--- config.mk ---
export PLATFORM = sky130hd
export DESIGN_NAME = gbf_ddr_load_seq
export DESIGN_NICKNAME = d
export VERILOG_FILES = /design/src/rtl/gbf_ddr_load_seq.sv
export SDC_FILE = /design/constraint.sdc
export NUM_CORES = 1
export LEC_CHECK = 0
export ABC_AREA = 1
export ABC_CLOCK_PERIOD_IN_PS = 14300
export CAP_MARGIN = 30
export CORE_AREA = 2 2 225 227
export DETAILED_ROUTE_END_ITERATION = 7
export DIE_AREA = 0 0 227 229
export PLACE_DENSITY = 0.66
export SETUP_SLACK_MARGIN = 0.02
export SLEW_MARGIN = 20
export SYNTH_ARGS = -nofsm -noshare
export SYNTH_HDL_FRONTEND = slang
export SYNTH_SLANG_ARGS = --single-unit
--- constraint.sdc ---
create_clock -name clk -period 14.3 [get_ports clk]
set_input_delay 1.43 -clock clk [delete_from_list [all_inputs] [get_ports clk]]
set_output_delay 1.43 -clock clk [all_outputs]
set_load 0.005 [all_outputs]
--- src/rtl/gbf_ddr_load_seq.sv ---
// gbf_ddr_load_seq
// DDR read sequencer for the GBF load path. Walks five regions in fixed order
// (CFG, ACT, FLGACT, WEI, FLGWEI), issuing single-outstanding INCR read bursts
// that never cross a 4 KB boundary, and forwards every returned beat
// downstream tagged with its region index.
//
// Ports
//   clk, rst            : clock, synchronous active-high reset
//   start               : one-cycle pulse, accepted only in IDLE
//   region_base         : 5 x byte base address (BPB-aligned), region r at [r*ADDR_WIDTH +: ADDR_WIDTH]
//   region_beats        : 5 x beat count, 0 skips the region
//   busy, done, err     : status; err is a sticky rlast-mismatch flag
//   araddr/arlen/arvalid/arready : read address channel
//   rdata/rvalid/rlast/rready    : read data channel
//   out_data/out_valid/out_ready/out_region/out_last : downstream beat stream
module gbf_ddr_load_seq #(
  parameter int ADDR_WIDTH     = 32,
  parameter int PORT_DATAWIDTH = 128,
  parameter int TX_SIZE_WIDTH  = 20,
  parameter int BURST_LEN      = 16
) (
  input  logic                        clk,
  input  logic                        rst,
  input  logic                        start,
  input  logic [5*ADDR_WIDTH-1:0]     region_base,
  input  logic [5*TX_SIZE_WIDTH-1:0]  region_beats,
  output logic                        busy,
  output logic                        done,
  output logic                        err,
  output logic [ADDR_WIDTH-1:0]       araddr,
  output logic [7:0]                  arlen,
  output logic                        arvalid,
  input  logic                        arready,
  input  logic [PORT_DATAWIDTH-1:0]   rdata,
  input  logic                        rvalid,
  input  logic                        rlast,
  output logic                        rready,
  output logic [PORT_DATAWIDTH-1:0]   out_data,
  output logic                        out_valid,
  input  logic                        out_ready,
  output logic [2:0]                  out_region,
  output logic                        out_last
);

  localparam int NREG     = 5;
  localparam int BPB      = PORT_DATAWIDTH / 8;
  localparam int BPB_LOG2 = $clog2(BPB);

  typedef enum logic [2:0] {S_IDLE, S_SEL, S_ADDR, S_DATA, S_NXT, S_FIN} state_t;

  state_t                    state, state_nxt;
  logic [2:0]                region;
  logic [ADDR_WIDTH-1:0]     cfg_base  [NREG];
  logic [TX_SIZE_WIDTH-1:0]  cfg_beats [NREG];
  logic [ADDR_WIDTH-1:0]     addr;
  logic [TX_SIZE_WIDTH-1:0]  remaining;
  logic [8:0]                beat_cnt;

  logic [ADDR_WIDTH-1:0]     cur_base;
  logic [TX_SIZE_WIDTH-1:0]  cur_beats;
  logic [12:0]               to_4k, beats_to_4k, cap;
  logic [8:0]                len_c, burst_beats;
  logic                      start_ok, beat;

  assign start_ok = (state == S_IDLE) && start;

  // Configuration of the region currently being walked; region==5 reads as zero.
  always_comb begin
    // NOTE: every combinational output gets a default first, so no path leaves it unassigned and no latch is inferred.
    cur_base  = '0;
    cur_beats = '0;
    for (int r = 0; r < NREG; r++) begin
      if (region == 3'(r)) begin
        cur_base  = cfg_base[r];
        cur_beats = cfg_beats[r];
      end
    end
  end

  // Burst length = min(BURST_LEN, remaining, beats left before the next 4 KB line).
  assign to_4k       = 13'h1000 - {1'b0, addr[11:0]};
  assign beats_to_4k = to_4k >> BPB_LOG2;
  assign cap         = (beats_to_4k < 13'(BURST_LEN)) ? beats_to_4k : 13'(BURST_LEN);
  assign len_c       = (remaining < TX_SIZE_WIDTH'(cap)) ? remaining[8:0] : cap[8:0];
  assign burst_beats = {1'b0, arlen} + 9'd1;

  // State register
  always_ff @(posedge clk) begin
    // NOTE: sequential logic uses non-blocking assignments so every register samples pre-edge values.
    if (rst) state <= S_IDLE;
    else     state <= state_nxt;
  end

  // Next-state logic
  always_comb begin
    state_nxt = state;
    case (state)
      S_IDLE: if (start) state_nxt = S_SEL;
      S_SEL: begin
        if (region == 3'd5)          state_nxt = S_FIN;
        else if (cur_beats == '0)    state_nxt = S_SEL;
        else                         state_nxt = S_ADDR;
      end
      S_ADDR: if (arvalid && arready) state_nxt = S_DATA;
      S_DATA: if (beat && beat_cnt == 9'd1)
                state_nxt = (remaining == '0) ? S_NXT : S_ADDR;
      S_NXT:  state_nxt = S_SEL;
      S_FIN:  state_nxt = S_IDLE;
      default: state_nxt = S_IDLE;
    endcase
  end

  // Outputs. The data path is a pure wire from slave to consumer while a
  // burst has beats outstanding; once beat_cnt is spent further beats stall.
  always_comb begin
    busy      = (state != S_IDLE) && (state != S_FIN);
    done      = (state == S_FIN);
    rready    = (state == S_DATA) && (beat_cnt != 9'd0) && out_ready;
    out_valid = (state == S_DATA) && (beat_cnt != 9'd0) && rvalid;
    beat      = rvalid && rready;
    out_last  = beat && (beat_cnt == 9'd1) && (remaining == '0);
  end

  assign out_data   = rdata;
  assign out_region = region;

  // Region configuration snapshot.
  always_ff @(posedge clk) begin
    // NOTE: the config registers have no reset; they are always written on an accepted start before being read.
    if (start_ok) begin
      for (int r = 0; r < NREG; r++) begin
        cfg_base[r]  <= region_base[r*ADDR_WIDTH +: ADDR_WIDTH];
        cfg_beats[r] <= region_beats[r*TX_SIZE_WIDTH +: TX_SIZE_WIDTH];
      end
    end
  end

  // Walk datapath. The first ADDR cycle registers the request, so arvalid,
  // araddr and arlen are flops held steady until the handshake.
  always_ff @(posedge clk) begin
    if (rst) begin
      region    <= '0;
      addr      <= '0;
      remaining <= '0;
      beat_cnt  <= '0;
      araddr    <= '0;
      arlen     <= '0;
      arvalid   <= 1'b0;
      err       <= 1'b0;
    end else begin
      case (state)
        S_IDLE: if (start) begin
          region <= '0;
          err    <= 1'b0;
        end
        S_SEL: if (region != 3'd5) begin
          if (cur_beats == '0) begin
            region <= region + 3'd1;
          end else begin
            addr      <= cur_base;
            remaining <= cur_beats;
          end
        end
        S_ADDR: begin
          if (!arvalid) begin
            araddr  <= addr;
            arlen   <= 8'(len_c - 9'd1);
            arvalid <= 1'b1;
          end else if (arready) begin
            arvalid   <= 1'b0;
            addr      <= addr + (ADDR_WIDTH'(burst_beats) << BPB_LOG2);
            remaining <= remaining - TX_SIZE_WIDTH'(burst_beats);
            beat_cnt  <= burst_beats;
          end
        end
        S_DATA: if (beat) begin
          beat_cnt <= beat_cnt - 9'd1;
          if (rlast != (beat_cnt == 9'd1)) err <= 1'b1;
        end
        S_NXT: region <= region + 3'd1;
        default: ;
      endcase
    end
  end

endmodule

# Word level (Yosys, flattened, before mapping)
# Memory sizes are Yosys's and may differ from the RTL's.
# Index checks and enable logic that the tools add are counted.
# op_classes
add_sub_neg	7
order_cmp	2
n_eq_ne	24
n_mux	45
n_bitwise	1
n_reduce_logical	25
# ops
cell	count
2-to-1 mux 32 bit	9
2-to-1 mux 20 bit	9
case mux 32 bit (2 select lines)	1
zero test 20 bit	2
case mux 20 bit (2 select lines)	1
2-to-1 mux 9 bit	4
adder 32 x 13 -> 32 bit	1
2-to-1 mux 3 bit	8
< comparator 20 x 9 -> 1 bit	1
subtractor 20 x 9 -> 20 bit	1
!= test 2 bit (second input constant)	9
case mux 9 bit (2 select lines)	1
case mux 3 bit (5 select lines)	1
subtractor 13 x 12 -> 13 bit (first input constant)	1
== test 3 x 2 -> 1 bit (second input constant)	4
== test 3 bit (second input constant)	4
AND reduction 4 bit	3
adder 8 x 1 -> 9 bit (second input constant)	1
== test 9 x 1 -> 1 bit (second input constant)	1
logical AND 1 bit	9
< comparator 9 x 5 -> 1 bit (second input constant)	1
case mux 3 bit (3 select lines)	1
nonzero test 9 bit	1
subtractor 9 x 1 -> 9 bit (second input constant)	1
other kinds (17)	29
# word_totals
ff_bits	109
mem_bits_rw	260
in_bits	395
out_inout_bits	178
word_cells	115
n_memories	2
# memory_table
name	depth	word_bits	rd	rd_clocked_by_memory_dff	wr	line	source
cfg_base	5	32	5	0	5	53	logic [ADDR_WIDTH-1:0] cfg_base [NREG];
cfg_beats	5	20	5	0	5	54	logic [TX_SIZE_WIDTH-1:0] cfg_beats [NREG];

# Longest topological paths before layout
# Gate-level depths: netlist (run 1).
# logic_depth
word_depth	10
mapped_depth	23
depth_no_buf	23

# Least setup slack after synthesis (run 1)
# OpenSTA, ideal clock, no wires.
# synth_path
path_type	input-to-reg
startpoint	in start
endpoint	mem cfg_base[0][0] (enable)
t_arrival_ns	12.168
required_time_ns	13.412
setup_slack_ns	1.244
path_stages	2
path_cell_list	inv_1 -> nor2_1
# synth_lines
element	line	source
from (decl)	24	input logic start,
to (decl)	53	

# Worst setup path after layout (run 1)
# layout_path
startpoint	reg state[1]
endpoint	out out_last
# layout_via
elab_chain_cells	6
# layout_lines
element	line	source
from (decl)	51	state_t state, state_nxt;
from (signal assigned)	91	else state <= state_nxt;
== test 3 x 2 -> 1 bit	118	rready = (state == S_DATA) && (beat_cnt != 9'd0) && out_ready;
logical AND 1 bit (2 in a row)	118	
logical AND 1 bit	120	beat = rvalid && rready;
logical AND 1 bit (2 in a row)	121	out_last = beat && (beat_cnt == 9'd1) && (remaining == '0);
to (decl)	42	output logic out_last
# Every way passes these cells.

==> results of run 1 <==
==> synth_stat cells (all sizes together), types with 22 or more instances <==
library cell / count / area [um^2]
ha: 35 / 438
nor3: 22 / 126
o211ai: 64 / 480
edfxtp: 260 / 7810
or2: 28 / 175
o21ai: 105 / 526
nand2: 495 / 1860
clkbuf: 51 / 191
inv: 168 / 631
a21oi: 113 / 566
nor2: 165 / 629
nand3: 135 / 686
nand4: 41 / 257
dfxtp: 109 / 2180
buf: 163 / 1140
==> tightest hold or removal path, cell delays in order, from the launching register on <==
cell	delay [ns]
dfxtp_1	0.31
inv_1	0.07
a21oi_1	0.06
==> how the worst min path moves through the flow <==
stage                          from                     end  slack (ns)
2_1_floorplan  addr[1]$_SDFFE_PP0P_  araddr[1]$_SDFFE_PP0P_        0.44
3_3_place_gp   addr[3]$_SDFFE_PP0P_  araddr[3]$_SDFFE_PP0P_        0.47
3_5_place_dp   addr[0]$_SDFFE_PP0P_  araddr[0]$_SDFFE_PP0P_        0.47
4_1_cts        addr[1]$_SDFFE_PP0P_  araddr[1]$_SDFFE_PP0P_        0.48
5_1_grt        addr[0]$_SDFFE_PP0P_  araddr[0]$_SDFFE_PP0P_        0.51
6_report       addr[2]$_SDFFE_PP0P_  araddr[2]$_SDFFE_PP0P_        0.48
==> cell families after synthesis <==
logic type | after synthesis | share of synthesized area (%)
AOI/OAI and AO/OA | 325 | 10.3
xor gates and xnor gates | 14 | 0.672
adders and majority gates | 37 | 2.62
buffers and inverters | 382 | 10.8
DFF | 369 | 54.7
muxes | 3 | 0.165
other | 1 | 0.0206
and+or+nand+nor | 893 | 20.7
==> cells in the final DEF, fill, tap and decap left out, types with 5 or more instances in the layout <==
cell / count
nor2_1: 159
clkbuf_16: 41
a31oi_1: 15
buf_4: 12
inv_2: 6
a21oi_1: 113
or2_2: 27
dfxtp_1: 109
nand3_1: 133
clkbuf_1: 5
ha_1: 34
o21bai_1: 9
clkdlybuf4s50_1: 316
clkinv_1: 8
nand2_1: 492
xor2_1: 11
o21ai_0: 105
inv_1: 162
edfxtp_1: 260
nor2_4: 5
o211ai_1: 64
nand4_1: 41
nor3_1: 20
==> metrics by stage <==
stage / power [mW] / util, %
floorplan: 2.87 / -
global placement: 3.37 / 42.5
detailed placement: 3.40 / 42.5
CTS: 4.44 / 45.1
global route: 4.72 / 45.1
finish: 4.41 / 45.1
==> metal layers <==
metal	wire length [um]	vias up
met1	22300	6820
met4	2150	0
met3	6370	111
met5	0	-
met2	32700	661
li1	-	7059
==> flip-flops by register name, indices dropped and copies added (netlist names) <==
register and flops:
cfg_base 160, cfg_beats 100, err 1, out_region 3, remaining 20, beat_cnt 9
arlen 8, state 3, addr 32, araddr 32, arvalid 1
==> final cells by class <==
class | instances | share of cell area (%)
sequential | 369 | 44.6
multi-input combinational | 1276 | 28.4
timing repair buffer | 329 | 14.6
clock buffer | 47 | 4.73
tap | 672 | 3.76
inverter | 168 | 2.82
clock inverter | 24 | 1.03
antenna | 3 | 0.0335
==> power by group <==
part           internal (mW)  switching (mW)
logic                  0.610            1.19
registers               1.46           0.121
clock network          0.602           0.433
==> results.py, run 1 <==
metrics = {
    "worst_setup_path": {
        "crit_arrival_ns": 3.16,
        "worstPathRequired_ns": 12.87,
        "critical_path.max_stage_delay_ns": 0.53,
        "cp_top_family": "buffers and inverters",
        "cp-end-kind": "output port",
        "path_max_fanout": 13,
        "critPathCapture": "out_last",
        "r2r_end": "remaining[13]$_SDFFE_PP0P_",
        "r2r_cells": 18,
        "rr_startpoint": "out_region[0]$_SDFFE_PP0P_",
        "crit_path_frequent_cell": "inv_1",
        "path_cells": "inv_1 > nor2_1 > inv_1 > nor2_4 > inv_1 > a21oi_1 > inv_1 > nor2_2 > nand2_1 > nor3_1 > clkdlybuf4s50_1",
        "critPathLaunch": "state[1]$_SDFFE_PP0P_",
        "cp_slowest_cell": "clkdlybuf4s50_1",
        "crit_type": "reg2out",
        "crit_buf_inv": 5,
        "crit_cells": 11,
        "startpoint_type": "flip-flop",
        "r2r_slack_ns": 9.72,
    },
    "clock_tree": {
        "clock-sinks": 369,
        "cts_root_buf": "clkbuf_16",
        "cts.htree.levels": 2,
        "cts_buffer_depth": 3,
        "ctsResizeCount": 0,
        "cts_setup_buffers": 0,
        "clk_latency_ns": 0.57,
        "cts_hold_buf": 0,
        "cts_buffers": 40,
        "clk_pin_slew_worst_paths_ns": 0.06,
        "cts_tree": "done",
    },
    "cells_and_area": {
        "stdcell_area_um2": 22400,
        "drive_above_1_share_pct": 5.33,
        "multi_input_area_um2": 6360,
        "nets": 2616,
        "stdcell_count": 2888,
        "fillCellCount": 4701,
        "seqCellArea_um2": 9990,
        "syn_to_final_growth_pct": 22.7,
    },
    "timing": {
        "rsz0062_at_grt": "no",
        "min_period_over_period_pct": 32.1,
        "clock_skew_ns": 0.0190,
        "hold_viol_final": 0,
        "max_freq_mhz": 218,
        "finalSetupTns_ns": 0,
        "setup_viol": 0,
        "drv_slew": 0,
        "slew-limit-headroom_pct": 23.4,
        "finalWorstSetupSlack_ns": 9.71,
        "finalCriticalPeriod_ns": 4.59,
        "tightestPinTransition_ns": 1.15,
        "holdWs_ns": 0.479,
    },
    "pwr": {
        "cellPowerDensity_nw_per_um2": 197,
        "ir_drop_mv": 0.101,
        "cellLeakagePower_nw": 8.71,
    },
    "routing": {
        "drtIter0Drc": 1402,
        "vias": 14700,
        "antenna_left": 0,
        "wl_per_cell_um": 22.0,
        "drt_pass1_iterations": 5,
        "route.detailed.drc": 0,
        "viasPerCell": 5.07,
        "routed_wl_mm": 63.5,
    },
    "synthesis": {
        "yosysWarnings": 0,
        "synth.avg_cell_area_um2": 9.01,
        "synth_edf_count": 260,
        "ys.flop_type": "edfxtp_1",
        "syn_inst": 2024,
        "syn-cell-area_um2": 18200,
        "synthArstFlopShare_pct": 0,
        "synth_seq_area_share_pct": 54.7,
        "ys_ff_latch": 369,
        "synth_cell_types": 46,
    },
    "place": {
        "finalWeightedCongestion": 0.928,
        "dpl_cell_area_um2": 21100,
        "dp_cells": 2814,
        "port_buffers": 316,
        "dpl.hpwl_mm": 49.5,
        "pre_cts_ws_ns": 9.70,
    },
    "grt": {
        "antenna_found_initial": 3,
        "grt-ovfl-total": 0,
        "track_usage_pct": 23.9,
        "gr-usage-met1_pct": 26.2,
        "busiest_layer": "met2",
        "grt_pass1_vias": 14300,
        "use_met3_pct": 7.59,
        "grt_max_degree": 188,
        "grt_pass1_wl_mm": 91.9,
        "met2_usage_pct": 43.1,
    },
    "die": {
        "start_util_pct": 36.7,
        "io_pins": 573,
        "die_h_um": 229,
        "row_count": 82,
        "fp.dieW_um": 227,
        "core-area_um2": 49700,
        "die_area_um2": 52000,
    },
    "flow_run": {
        "cap_violations": 0,
    },
    "status": {
        "status": "finished clean",
    },
    "worst_hold_path": {
        "hp-class": "reg2reg",
        "hold_path_depth": 2,
    },
}
(Power assumes the default switching activity.)
==> run 2: changes to the inputs <==
- ABC_CLOCK_PERIOD_IN_PS: 14300 -> 4400
- clock period: 14.3 -> 4.4 ns (I/O delays scaled with it)
==> run 2 against run 1 <==
  * Core utilization grew 0.11 points
  * Total power grew to 3.2 times the previous value
  * Clock skew shrank 0.0045 ns
  * Sequential share of layout area shrank 0.11 points
  * Worst setup slack lost 8.9 ns
  * Global-route usage grew 0.33 points
  * Count of clock-buffer cells in the layout grew 6
  * Hold slack lost 0.037 ns
  * Cell count grew 0.24%
  * Combinational power grew to 3.4 times the previous value
  * Design area grew 0.25%
  * Register-to-register slack lost 8.9 ns
  * Largest power group unchanged
  * Highest routed layer unchanged
==> results.py, run 2 (synthesis gave the netlist of run 1 again) <==
metrics = {
    "pwr": {
        "intPower_mw": 8.58,
        "p_sw_mw": 5.69,
        "p_seq_share_pct": 35.7,
        "cellLeakagePower_nw": 8.76,
        "cellPowerDensity_nw_per_um2": 636,
        "combPwrFrac_pct": 42.3,
        "p_total_mw": 14.3,
        "clkPwrFrac_pct": 22.0,
        "ir_drop_mv": 0.375,
        "switching_share_pct": 39.9,
    },
    "worst_setup_path": {
        "path_max_fanout": 13,
        "crit_buf_inv": 5,
        "cp_top_family": "buffers and inverters",
        "cp-end-kind": "output port",
        "worstPathRequired_ns": 3.96,
        "crit_arrival_ns": 3.20,
        "startpoint_type": "flip-flop",
        "critical_path.max_stage_delay_ns": 0.56,
        "path_cells": "inv_1 > nor2_1 > inv_1 > nor2_4 > inv_1 > a21oi_1 > inv_1 > nor2_2 > nand2_1 > nor3_1 > clkdlybuf4s50_1",
        "crit_path_frequent_cell": "inv_1",
        "cp_slowest_cell": "clkdlybuf4s50_1",
        "crit_type": "reg2out",
    },
    "place": {
        "dpl.hpwl_mm": 50.1,
        "finalWeightedCongestion": 0.913,
        "port_buffers": 316,
        "dpl_cell_area_um2": 21200,
    },
    "routing": {
        "route.detailed.drc": 0,
        "antenna_left": 0,
        "vias": 14600,
        "routed_wl_mm": 64.6,
        "wl_per_cell_um": 22.3,
        "viasPerCell": 5.03,
        "drtIter0Drc": 1113,
        "drt_pass1_iterations": 5,
    },
    "cells_and_area": {
        "final_common_cell": "nand2_1",
        "syn_to_final_growth_pct": 23.0,
        "drive_above_1_share_pct": 5.49,
        "top_regs": "cfg_base x160, cfg_beats x100",
        "nets": 2628,
        "final_cell_mix": "nand2_1 (492), clkdlybuf4s50_1 (316), edfxtp_1 (260)",
        "top_register": "cfg_base",
        "largest_register_ffs": 160,
        "stdcell_area_um2": 22400,
    },
    "clock_tree": {
        "ctsResizeCount": 0,
        "clock-sinks": 369,
        "clk_latency_ns": 0.55,
        "cts.htree.levels": 2,
        "cts_hold_buf": 0,
        "cts_setup_buffers": 0,
        "cts_tree": "done",
        "cts_root_buf": "clkbuf_16",
        "cts_buffers": 40,
        "clk_pin_slew_worst_paths_ns": 0.06,
        "cts_buffer_depth": 3,
    },
    "timing": {
        "tightestPinTransition_ns": 0.951,
        "slew-limit-headroom_pct": 36.6,
        "drv_slew": 0,
        "clock_skew_ns": 0.0145,
        "rsz0062_at_grt": "no",
        "max_freq_mhz": 274,
        "setup_viol": 0,
        "finalSetupTns_ns": 0,
        "holdWs_ns": 0.442,
        "finalCriticalPeriod_ns": 3.64,
        "min_period_over_period_pct": 82.8,
        "hold_viol_final": 0,
    },
    "worst_hold_path": {
        "hp-class": "in2reg",
    },
    "die": {
        "row_count": 82,
        "core-area_um2": 49700,
        "die_h_um": 229,
        "fp.dieW_um": 227,
        "die_area_um2": 52000,
        "io_pins": 573,
        "start_util_pct": 36.7,
    },
    "status": {
        "status": "finished clean",
    },
    "grt": {
        "antenna_found_initial": 1,
        "grt-ovfl-total": 0,
        "grt_pass1_vias": 14400,
        "track_usage_pct": 24.3,
        "grt_pass1_wl_mm": 93.1,
        "grt_max_degree": 86,
    },
    "flow_run": {
        "cap_violations": 0,
    },
}
[run 2: cell types whose count changed in the layout (fill, tap and decap cells not counted), moves of 2 or more]
cell	delta
bufinv_16	-3
buf_12	+6
buf_4	+6
clkinv_1	+2
clkinvlp_2	-2
clkbuf_1	+5
inv_6	-2
diode_2	-2
clkinvlp_4	-4
[run 2: per-layer routing]
layer	GRT usage (%)	part of all wire, %
met1	26.5	35
met2	43.4	51
met3	7.79	10
met4	9.09	3.8
met5	0.380	0
[run 2: layout make-up]
cell class	count	area [um^2]
Fill cell	4757	27200
Sequential cell	369	9990
Multi-Input combinational cell	1276	6360
Timing Repair Buffer	341	3440
Clock buffer	53	1090
Tap cell	672	841
Inverter	168	631
Clock inverter	15	91.3
Antenna cell	1	2.50
[run 2: worst paths after layout]
| path | cells past startpoint | endpoint | slack, ns | startpoint |
|---|---|---|---|---|
| max reg2reg | 23 | addr[22]$_SDFFE_PP0P_ | 0.86 | arlen[2]$_SDFFE_PP0P_ |
| min reg2reg | 2 | araddr[2]$_SDFFE_PP0P_ | 0.48 | addr[2]$_SDFFE_PP0P_ |
| max | 11 | out_last | 0.76 | state[1]$_SDFFE_PP0P_ |
| min | 1 | cfg_beats[0][39]$_DFFE_PP_ | 0.44 | region_beats[39] |
[run 2: metrics by stage]
stage	setup WS, ns	utilization [%]	std cells
global route	0.263	45.2	2895
floorplan	-0.543	-	2027
finish	0.757	45.2	2895
detailed placement	0.909	42.8	2825
global placement	1.04	42.8	2825
CTS	0.652	45.2	2893
[run 2: power by group through the flow]
stage	logic [mW]	clock network (mW)	registers (mW)
after detailed placement	6.02	0	5.17
final	6.03	3.14	5.10
after CTS	6.06	3.23	5.10
after global placement	5.93	0	5.14
after global routing	6.79	3.34	5.19
after floorplan	3.95	0	5.15
[run 2: worst register-to-register path, stage by stage, from the launching register on]
cell and delay [ns]:
dfxtp_1 0.45, nand4_1 0.19, nor2_1 0.12, nand2_1 0.07, nor2_1 0.12, xor2_1 0.22, inv_1 0.10, ha_1 0.38
nand2_1 0.11, nor3_1 0.24, nand2_1 0.09, nand2_1 0.11, nand2_1 0.07, a21oi_1 0.23, nand2_1 0.10, nor2_1 0.22
nand2_1 0.10, nor2_1 0.12, nand2_1 0.08, nand2_1 0.09, nand2_1 0.05, nor2_1 0.10, nor2_1 0.05, nor2_1 0.07
==> variant (config.mk and constraints of run 2) <==
`ADDR_WIDTH`: 32 -> 48.
--- a/src/rtl/gbf_ddr_load_seq.sv
+++ b/src/rtl/gbf_ddr_load_seq.sv
@@ -14,7 +14,7 @@
 //   rdata/rvalid/rlast/rready    : read data channel
 //   out_data/out_valid/out_ready/out_region/out_last : downstream beat stream
 module gbf_ddr_load_seq #(
-  parameter int ADDR_WIDTH     = 32,
+  parameter int ADDR_WIDTH     = 48,
   parameter int PORT_DATAWIDTH = 128,
   parameter int TX_SIZE_WIDTH  = 20,
   parameter int BURST_LEN      = 16
Interface: changed (resized araddr and region_base); port bits go from 573 to 669. The function was not compared with the original's and may differ.
==> variant against run 2 <==
Design area is 28% higher; setup slack got worse by 210 ps; sequential power rose by 34%; combinational power up 56%; register-to-register slack worse by 310 ps; total power up 45%; sequential cell count is 112 higher; count of clock-buffer cells in the layout is 6 higher; routed wire length increased by 28%; non-clock buffer count grew 99; synthesized area increased by 27%; clock power is 44% higher.
==> variant: results (changes against run 2) <==
| Metric | Value |
|---|---|
| Initial antenna violation count | `8 (+7)` |
| WL met3 | `8.97 mm (+39%)` |
| Total CTS buffers | `51 (+28%)` |
| GR met3 Demand/Resource | `12.2% (+4.4 points)` |
| Hold slack | `372 ps (-69.8 ps)` |
| Routed length per placed instance | `23.6 microns (+5.7%)` |
| Lkg Pwr | `0.0110 uW (+26%)` |
| Critical-path top delay cell | `dfxtp_1` |
| DR WL met2 | `38.7 mm (+17%)` |
| Clk_skew | `26.1 ps (+11.6 ps)` |
| Largest cells by area after synthesis | `edfxtp_1 (44%), dfxtp_1 (12%), nand2_1 (9.0%)` |
| First-pass GRT wire length | `120 mm (+29%)` |
| Crit path to | `addr[36]$_SDFFE_PP0P_` |
| M1 WL | `27.9 mm (+24%)` |
| Combinational cell power | `9400 uW (+56%)` |
| Min-delay src | `region_beats[88]` |
| DR pass1 iterations | `6 (+1)` |
| Internal | `12200 uW (+42%)` |
| Area after DPL | `26900 sq um (+27%)` |
| R2r setup slk | `550 ps (-310 ps)` |
| Clk_lat worst skew | `620 ps (+70 ps)` |
| Worst vdd ir | `0.483 mV (+29%)` |
| Nets@finish | `3288 (+25%)` |
| Number of distinct library cells after synthesis | `48 (+4.3%)` |
| RePlAce Congestion | `0.943 (+3.2%)` |
| Hold EP | `cfg_beats[0][88]$_DFFE_PP_` |
| Status | `completed` |
| GRT Util Overall | `31.3% (+7.1 points)` |
| Gate family responsible for the most delay along the worst path | `simple AND/OR/NAND/NOR gates` |
| Largest regs | `cfg_base: 240 flops, cfg_beats: 100 flops` |
| Period minus WS final | `3850 ps (+208 ps)` |
| Port bufs | `412 (+30%)` |
| Cells on worst reg2reg path | `20 (-13%)` |
| R2r endpoint | `addr[36]$_SDFFE_PP0P_` |
| List of most frequent post-synthesis cells | `nand2_1 (553), edfxtp_1 (340), nor2_1 (270), nand3_1 (177), a21oi_1 (168)` |
variant: changes by cell type in the layout (fill, tap and decap cells not counted), moves of 21 or more:
cell / delta
nand4_1: -23
nand2_1: +58
o21ai_0: +57
nand3_1: +44
a21oi_1: +55
clkdlybuf4s50_1: +96
edfxtp_1: +80
dfxtp_1: +31
xor2_1: +21
nor2_1: +107
variant: kinds of logic (layout without fill, tap and decap cells):
kind of cell               count (synthesis)  after routing  share of synthesized area, %
AOI/OAI and AO/OA                        436            436                          10.6
xor gates and xnor gates                  36             36                          1.37
and+or+nand+nor                         1119           1119                          20.5
other                                      1             12                        0.0162
buffers and inverters                    417            704                          9.10
adders and majority gates                 37             37                          2.07
DFF                                      481            481                          56.4
variant: layout make-up:
type	instances	area [sq um]
clock buffers	59	1310
repair buffers	440	4420
flip-flops and latches	481	13000
diodes	8	20.0
multi-input cells	1632	8030
inverters	170	643
fillers	4370	20900
well taps	672	841
clock inverters	35	434
